===== config.mk =====
export PLATFORM = sky130hd
export DESIGN_NAME = lcd_text_refresh
export DESIGN_NICKNAME = d
export VERILOG_FILES = /design/src/rtl/lcd_text_refresh.sv
export SDC_FILE = /design/constraint.sdc
export NUM_CORES = 1
export LEC_CHECK = 0
export BUFFER_PORTS_ARGS = -buffer_cell sky130_fd_sc_hd__clkbuf_2
export CORE_UTILIZATION = 45
export DETAILED_ROUTE_END_ITERATION = 7
export RECOVER_POWER = 50
export SLEW_MARGIN = 20
export SYNTH_ARGS = -nofsm -noshare
export SYNTH_HDL_FRONTEND = slang
export SYNTH_SLANG_ARGS = --single-unit
export TNS_END_PERCENT = 5

===== constraint.sdc =====
create_clock -name clock -period 3.13 [get_ports clock]
set_input_delay 0.313 -clock clock [delete_from_list [all_inputs] [get_ports clock]]
set_output_delay 0.313 -clock clock [all_outputs]
set_load 0.01 [all_outputs]

===== src/rtl/lcd_text_refresh.sv =====
// lcd_text_refresh: shadow text buffer for a 16x2 character LCD.
// After reset it sends the LCD configuration commands, then scans the
// buffer round-robin and sends only the characters that changed, using
// the command/write/ack four-phase handshake of the LCD engine.
module lcd_text_refresh #(
  parameter logic [6:0] ROW1_BASE    = 7'h40,
  parameter logic [7:0] DISPLAY_CTRL = 8'h0C,
  parameter logic [7:0] ENTRY_MODE   = 8'h06
) (
  input  logic       clock,
  input  logic       reset,
  input  logic       char_we,
  input  logic [4:0] char_addr,
  input  logic [7:0] char_wdata,
  output logic [7:0] char_rdata,
  output logic       cfg_done,
  output logic       idle,
  output logic [8:0] lcd_command,
  output logic       lcd_write,
  input  logic       lcd_ack
);

  typedef enum logic [2:0] {CFG, SCAN, ADDR, DATA, W_ACK, W_REL} state_t;

  state_t      state_reg, state_next, ret_state_reg;
  logic [7:0]  buffer [32];
  logic [31:0] dirty_reg;
  logic [4:0]  ptr_reg, idx_reg;
  logic [7:0]  ch_reg;
  logic [6:0]  cursor_reg;
  logic        cursor_valid_reg;
  logic [1:0]  cfg_idx_reg;
  logic        cfg_done_reg;
  logic [8:0]  command_reg;
  logic        write_reg;

  // Decoded strobes produced by the output process
  logic        issue;
  logic [8:0]  issue_command;
  logic        released;
  logic        latch;

  // DDRAM address of a buffer index: bit 4 selects the row
  function automatic logic [6:0] ddram(input logic [4:0] a);
    return (a[4] ? ROW1_BASE : 7'h00) + {3'b000, a[3:0]};
  endfunction

  // Configuration command ROM, issued in order after reset
  function automatic logic [8:0] cfg_rom(input logic [1:0] i);
    case (i)
      2'd0:    return 9'h028;
      2'd1:    return {1'b0, DISPLAY_CTRL};
      2'd2:    return {1'b0, ENTRY_MODE};
      default: return 9'h001;
    endcase
  endfunction

  logic [6:0] ptr_ddram, idx_ddram;
  logic       cursor_hit;
  assign ptr_ddram  = ddram(ptr_reg);
  assign idx_ddram  = ddram(idx_reg);
  // The LCD cursor already points at the cell being latched: skip set-address
  assign cursor_hit = cursor_valid_reg && (cursor_reg == ptr_ddram);

  // State register
  always_ff @(posedge clock) begin
    if (reset) state_reg <= CFG;
    else       state_reg <= state_next;
  end

  // Next-state logic
  always_comb begin
    state_next = state_reg;
    case (state_reg)
      CFG, ADDR, DATA: if (!lcd_ack) state_next = W_ACK;
      SCAN:  if (dirty_reg[ptr_reg]) state_next = cursor_hit ? DATA : ADDR;
      W_ACK: if (lcd_ack) state_next = W_REL;
      W_REL: begin
        if (!lcd_ack) begin
          case (ret_state_reg)
            CFG:     state_next = (cfg_idx_reg == 2'd3) ? SCAN : CFG;
            ADDR:    state_next = DATA;
            default: state_next = SCAN;
          endcase
        end
      end
      default: state_next = CFG;
    endcase
  end

  // Output decode: command to launch, handshake release and scan latch strobes
  always_comb begin
    issue         = 1'b0;
    issue_command = 9'h000;
    case (state_reg)
      CFG:  begin issue = !lcd_ack; issue_command = cfg_rom(cfg_idx_reg); end
      ADDR: begin issue = !lcd_ack; issue_command = {2'b01, idx_ddram}; end
      DATA: begin issue = !lcd_ack; issue_command = {1'b1, ch_reg}; end
      default: ;
    endcase
    released = (state_reg == W_REL) && !lcd_ack;
    latch    = (state_reg == SCAN) && dirty_reg[ptr_reg];
  end

  // Per-entry buffer storage and dirty flags; a host write beats the scan clear
  generate
    for (genvar gi = 0; gi < 32; gi++) begin : g_entry
      always_ff @(posedge clock) begin
        if (reset) begin
          buffer[gi]    <= 8'h20;
          dirty_reg[gi] <= 1'b0;
        end else if (char_we && (char_addr == 5'(gi))) begin
          buffer[gi]    <= char_wdata;
          dirty_reg[gi] <= 1'b1;
        end else if (latch && (ptr_reg == 5'(gi))) begin
          dirty_reg[gi] <= 1'b0;
        end
      end
    end
  endgenerate

  // Handshake driver, scan pointer, cursor tracking and config progress
  always_ff @(posedge clock) begin
    if (reset) begin
      command_reg      <= 9'h000;
      write_reg        <= 1'b0;
      ret_state_reg    <= CFG;
      ptr_reg          <= 5'd0;
      idx_reg          <= 5'd0;
      ch_reg           <= 8'h00;
      cursor_reg       <= 7'h00;
      cursor_valid_reg <= 1'b0;
      cfg_idx_reg      <= 2'd0;
      cfg_done_reg     <= 1'b0;
    end else begin
      if (issue) begin
        command_reg   <= issue_command;
        write_reg     <= 1'b1;
        ret_state_reg <= state_reg;
      end else if (state_reg == W_ACK && lcd_ack) begin
        write_reg <= 1'b0;
      end

      // The clear command homes the LCD cursor, so our copy is unknown
      if (state_reg == CFG) cursor_valid_reg <= 1'b0;

      if (state_reg == SCAN) begin
        if (dirty_reg[ptr_reg]) begin
          idx_reg <= ptr_reg;
          ch_reg  <= buffer[ptr_reg];
        end else begin
          ptr_reg <= ptr_reg + 5'd1;
        end
      end

      if (released) begin
        case (ret_state_reg)
          CFG: begin
            if (cfg_idx_reg == 2'd3) cfg_done_reg <= 1'b1;
            cfg_idx_reg <= cfg_idx_reg + 2'd1;
          end
          DATA: begin
            cursor_reg       <= idx_ddram + 7'd1;
            cursor_valid_reg <= 1'b1;
            ptr_reg          <= idx_reg + 5'd1;
          end
          default: ;
        endcase
      end
    end
  end

  assign char_rdata  = buffer[char_addr];
  assign cfg_done    = cfg_done_reg;
  assign lcd_command = command_reg;
  assign lcd_write   = write_reg;
  assign idle        = cfg_done_reg && (dirty_reg == 32'h0) && (state_reg == SCAN)
                       && !write_reg && !lcd_ack;

endmodule


==> flow_metrics.py, run 1 <==
metrics = {
    "min_path": {
        "min-delay-path-class": "input port to flip-flop",
        "holdPathStages": 3,
    },
    "grt": {
        "grt_pass1_vias": 11700,
        "gr-total-overflow": 0,
        "track_usage_pct": 26.9,
        "grt_max_degree": 67,
        "antenna_found_initial": 2,
        "grt_pass1_wl_mm": 79.4,
    },
    "synthesis": {
        "synth_mux_area_share_pct": 22.7,
        "synth-compound-area-share_pct": 5.06,
        "ys_warn_count": 0,
        "yosys_register_bits": 332,
        "synthArstFlopShare_pct": 0,
        "yosys.area_share.simple_pct": 15.9,
        "ys.flop_type": "edfxtp_1",
        "synth_xor_area_share_pct": 0.445,
        "synthCells": 1315,
        "synth_top_family_by_area": "multiplexers",
        "syn_area_mm2": 0.0177,
        "syn_nets": 1345,
        "synth_adder_area_share_pct": 0.918,
        "synth_edf_count": 256,
        "synthDistinctLibCells": 52,
        "seq_area_frac_synth_pct": 52.0,
        "syn_avg_cell_area_um2": 13.5,
    },
    "critical_path": {
        "rr_worst_depth": 6,
        "crit_fanout": 16,
        "max_stage_delay_ns": 0.56,
        "crit_arrival_ns": 2.51,
        "cp-end-kind": "output pin",
        "path_class": "input port to output pin",
        "crit_buf_inv": 3,
        "required_ns": 2.82,
        "path_depth": 6,
        "cpMaxStageDelayCell": "mux4_2",
        "crit_chain": "buf_4, buf_4, mux4_2, mux4_2, mux2_2, clkbuf_2",
        "cp_top_family": "multiplexers",
        "startpoint_type": "input port",
    },
    "clock_network": {
        "cts_tree": "built",
        "clock_path_buffers": 3,
        "post_cts_resized": 0,
        "root_buffer": "clkbuf_16",
        "post_cts_buffers": 0,
        "cts_num_sinks": 332,
        "clk_pin_slew_worst_paths_ns": 0.06,
        "numCtsBuffers": 38,
        "htree_levels": 2,
        "clkLatencyLatePin_ns": 0.54,
        "postCtsHoldBufs": 0,
    },
    "sta": {
        "worst_pin_slew_ns": 1.12,
        "rsz0062_at_grt": "no",
        "relSlewSlack_pct": 25.3,
        "fin_skew_ns": 0.0102,
        "drv_slew": 0,
        "setup_tns_ns": 0,
        "final-setup-viol-count": 0,
        "fmax_mhz": 354,
        "hold_viol": 0,
        "period_share_pct": 90.2,
        "min_period_ns": 2.82,
    },
    "power": {
        "power.density_mw_per_mm2": 541,
        "switching_share_pct": 24.6,
        "p_seq_share_pct": 47.3,
        "p_int_w": 0.00811,
        "p_comb_share_pct": 10.7,
        "clock_power_share_pct": 42.0,
        "ir_drop_v": 0.000430,
        "switchingPower_w": 0.00265,
        "power_w": 0.0108,
        "leakage_nw": 6.48,
    },
    "final_layout": {
        "largest_register_ffs": 256,
        "drive_gt1_share_pct": 22.6,
        "area_growth_pct": 12.1,
        "final_common_cell": "edfxtp_1",
        "num_antenna_cells": 0,
        "fin_nets": 1383,
        "stdcell_count": 1899,
        "final_cell_mix": "edfxtp_1, and2_1, mux4_2",
    },
    "detailed_routing": {
        "viasPerCell": 6.26,
        "first_pass_iters": 5,
        "postRouteAntennaNets": 0,
        "wl_per_cell_um": 28.2,
        "drt_iter0_markers": 1382,
        "wl_mm": 53.5,
        "via_count": 11900,
        "drc": 0,
    },
    "placed_design": {
        "dp_cells": 1831,
        "gp_congestion": 0.901,
        "dpl.hpwl_mm": 38.0,
        "port_buffers": 36,
    },
    "floorplan": {
        "die_area_mm2": 0.0402,
        "chipHeight_um": 200,
        "rows": 72,
        "boundaryPins": 37,
        "start_util_pct": 45.7,
        "dieWidth_um": 200,
        "core_region_area_mm2": 0.0387,
    },
    "job": {
        "max-cap-violations": 0,
    },
    "run_status": {
        "status": "completed",
    },
}
-- worst min-delay path, stage by stage --
cell	delay, ns
clkbuf_2	0.15
nor2_1	0.11
a2111oi_0	0.05
-- power groups by stage --
stage          logic (W)  registers [W]  clock network [W]
2_1_floorplan   0.000753        0.00510                  0
3_3_place_gp     0.00115        0.00517                  0
3_5_place_dp     0.00116        0.00518                  0
4_1_cts          0.00116        0.00508            0.00456
5_1_grt          0.00121        0.00510            0.00473
6_report         0.00115        0.00508            0.00452
-- worst paths after layout --
kind,start,to,slack (ns)
max,char_addr[0],char_rdata[4],0.31
min,lcd_ack,state_reg[2],0.15
max reg2reg,ptr_reg[1],dirty_reg[27],0.44
min reg2reg,cursor_reg[1],cursor_reg[1],0.47
-- kinds of logic after synthesis --
family                     Yosys count
and+or+nand+nor                    504
buffers and inverters              128
muxes                              199
DFF                                332
adders and majority gates           13
AOI/OAI and AO/OA                  130
xor gates and xnor gates             9
-- final cells by class --
| class | count | area, um2 |
|---|---|---|
| inverters | 14 | 52.6 |
| multi-input cells | 855 | 7980 |
| flip-flops and latches | 332 | 9220 |
| clock buffers | 47 | 1060 |
| clock inverters | 21 | 189 |
| repair buffers | 112 | 721 |
| fillers | 3350 | 18900 |
| well taps | 518 | 648 |
-- Yosys cell counts (4+ instances only) --
library cell / count / area, um2
inv_1: 13 / 48.8
nor3_1: 9 / 45.0
nor2_1: 71 / 267
mux2i_1: 29 / 290
a31o_2: 14 / 123
buf_2: 5 / 25.0
nand4_1: 8 / 50.1
ha_1: 13 / 163
a22oi_1: 6 / 45.0
a311oi_1: 7 / 61.3
or3_1: 33 / 206
o21ai_0: 25 / 125
dfxtp_1: 76 / 1520
or4_1: 31 / 233
and2_1: 225 / 1410
nand2b_1: 5 / 31.3
xnor2_1: 8 / 70.1
mux4_2: 161 / 3630
buf_1: 16 / 60.1
nor4_1: 10 / 62.6
nand2_1: 67 / 251
o21a_1: 4 / 30.0
and3_1: 4 / 25.0
a21oi_1: 32 / 160
mux2_2: 9 / 101
nand3_1: 24 / 120
a31o_1: 21 / 184
nor2b_1: 7 / 43.8
clkbuf_1: 88 / 330
a31oi_1: 5 / 31.3
edfxtp_1: 256 / 7690
o31a_1: 4 / 35.0
-- metal layers --
layer	vias to the layer above	track usage [%]	part of all wire, %
met5	-	0	0
met4	0	7.72	3.0
met3	105	4.76	8.8
met2	581	43.1	48
met1	6062	37.7	41
li1	5148	-	-
-- through the flow --
stage	util (%)	worst slack, ns	area (um2)	hold slack [ns]
after CTS	51.7	0.292	20000	0.124
after floorplan	-	0.187	17700	0.430
final	51.3	0.306	19900	0.147
after global placement	48.4	0.331	18800	0.445
after detailed placement	48.4	0.301	18800	0.451
after global routing	51.3	0.185	19900	0.151
(Power assumes the default switching activity.)
==> inputs of run 2 (changes only) <==
--- a/config.mk
+++ b/config.mk
@@ -6,7 +6,7 @@
 export NUM_CORES = 1
 export LEC_CHECK = 0
 export BUFFER_PORTS_ARGS = -buffer_cell sky130_fd_sc_hd__clkbuf_2
-export CORE_UTILIZATION = 45
+export CORE_UTILIZATION = 25
 export DETAILED_ROUTE_END_ITERATION = 7
 export RECOVER_POWER = 50
 export SLEW_MARGIN = 20
==> run 2 against run 1 <==
Effect of this change: non-clock buffer count shrank 12; count of clock-buffer cells in the layout rose by 3; register-to-register slack got worse by 0.10 ns; worst hold slack worse by 0.011 ns; critical path type unchanged.
==> flow_metrics.py, run 2 (synthesis results as in run 1) <==
metrics = {
    "run_status": {
        "status": "completed",
    },
    "critical_path": {
        "crit_buf_inv": 3,
        "required_ns": 2.82,
        "crit_path_frequent_cell": "clkbuf_1",
        "path_class": "input port to output pin",
        "cp_top_family": "buffers and inverters",
        "crit_arrival_ns": 2.58,
        "crit_fanout": 16,
        "rrSetupSlack_ns": 0.34,
        "cp-end-kind": "output pin",
        "max_stage_delay_ns": 0.71,
        "startpoint_type": "input port",
        "crit_chain": "clkbuf_1, clkbuf_1, mux4_2, mux2_2, clkbuf_2",
        "cpMaxStageDelayCell": "clkbuf_1",
    },
    "floorplan": {
        "core_region_area_mm2": 0.0700,
        "boundaryPins": 37,
        "dieWidth_um": 268,
        "chipHeight_um": 268,
        "die_area_mm2": 0.0719,
        "start_util_pct": 25.3,
        "rows": 97,
    },
    "sta": {
        "period_share_pct": 92.6,
        "fin_skew_ns": 0.0256,
        "min_period_ns": 2.90,
        "setup_tns_ns": 0,
        "final-setup-viol-count": 0,
        "worst_pin_slew_ns": 0.925,
        "hold_viol": 0,
        "drv_slew": 0,
        "whs_ns": 0.136,
        "rsz0062_at_grt": "no",
        "fmax_mhz": 345,
        "relSlewSlack_pct": 38.2,
    },
    "clock_network": {
        "postCtsHoldBufs": 0,
        "post_cts_buffers": 0,
        "root_buffer": "clkbuf_16",
        "clock_path_buffers": 3,
        "cts_tree": "built",
        "clk_pin_slew_worst_paths_ns": 0.06,
        "post_cts_resized": 0,
        "htree_levels": 2,
        "numCtsBuffers": 39,
        "clkLatencyLatePin_ns": 0.57,
        "cts_num_sinks": 332,
    },
    "power": {
        "p_int_w": 0.00807,
        "leakage_nw": 6.39,
        "ir_drop_v": 0.000433,
        "clock_power_share_pct": 42.4,
        "p_seq_share_pct": 47.0,
        "switching_share_pct": 25.2,
        "p_comb_share_pct": 10.5,
        "switchingPower_w": 0.00272,
        "power.density_mw_per_mm2": 532,
    },
    "grt": {
        "gr-total-overflow": 0,
        "grt_max_degree": 70,
        "grt_pass1_vias": 11700,
        "antenna_found_initial": 3,
        "track_usage_pct": 14.8,
        "grt_pass1_wl_mm": 78.2,
    },
    "final_layout": {
        "final_common_cell": "edfxtp_1",
        "register_area_mm2": 0.00922,
        "multi_input_area_mm2": 0.00799,
        "fin_nets": 1372,
        "final_cell_mix": "edfxtp_1, mux4_2, and2_1",
        "area_growth_pct": 14.5,
        "drive_gt1_share_pct": 21.6,
        "fill_cells": 7090,
        "largest_register_ffs": 256,
    },
    "detailed_routing": {
        "drt_iter0_markers": 1565,
        "viasPerCell": 5.15,
        "wl_mm": 52.6,
        "postRouteAntennaNets": 0,
        "first_pass_iters": 5,
        "drc": 0,
        "wl_per_cell_um": 22.8,
        "via_count": 11900,
    },
    "min_path": {
        "min-delay-path-class": "input port to flip-flop",
    },
    "job": {
        "max-cap-violations": 0,
    },
    "placed_design": {
        "port_buffers": 36,
        "gp_congestion": 0.877,
        "dpl.hpwl_mm": 36.5,
    },
}
==> run 2: final timing paths <==
check	endpoint	depth (start not counted)	start
worst max-delay path	char_rdata[3]	5	char_addr[3]
worst min-delay path	state_reg[2]	3	lcd_ack
worst max register to register	ch_reg[6]	5	ptr_reg[0]
worst min register to register	lcd_command[7]	2	lcd_command[7]
==> run 2: area by class of cell <==
type | count | area share (%)
inverters | 14 | 0.259
clock inverters | 21 | 1.01
well taps | 940 | 5.80
multi-input cells | 855 | 39.4
clock buffers | 50 | 5.17
diodes | 1 | 0.0123
flip-flops and latches | 332 | 45.4
repair buffers | 100 | 2.93
==> run 2: worst register-to-register path, stage by stage (launching register included) <==
cell      delay [ns]
dfxtp_4         0.47
buf_12          0.34
mux4_2          0.69
mux4_2          0.50
mux2i_1         0.49
a311oi_1        0.17
==> run 2: power groups by stage <==
stage | combinational (W) | clock (W) | sequential [W]
6_report | 0.00114 | 0.00458 | 0.00507
5_1_grt | 0.00119 | 0.00480 | 0.00510
3_3_place_gp | 0.00113 | 0 | 0.00515
3_5_place_dp | 0.00114 | 0 | 0.00516
2_1_floorplan | 0.000753 | 0 | 0.00510
4_1_cts | 0.00114 | 0.00464 | 0.00507
==> run 2: stage by stage <==
| stage | utilization [%] | setup WS, ns | power (W) | instance area, um2 | cells |
|---|---|---|---|---|---|
| final | 29.0 | 0.232 | 0.0108 | 20300 | 2313 |
| after CTS | 29.2 | 0.195 | 0.0109 | 20400 | 2312 |
| after floorplan | - | 0.187 | 0.00585 | 17700 | 1315 |
| after global placement | 27.4 | 0.465 | 0.00628 | 19200 | 2241 |
| after global routing | 29.0 | 0.193 | 0.0111 | 20300 | 2312 |
| after detailed placement | 27.4 | 0.447 | 0.00630 | 19200 | 2241 |
==> run 2: metal layers <==
metal	part of all wire, %	vias up	track usage (%)
met3	10	71	3.42
li1	-	5128	-
met4	2.2	2	4.32
met2	45	603	22.3
met1	42	6107	20.9
met5	0.023	-	0
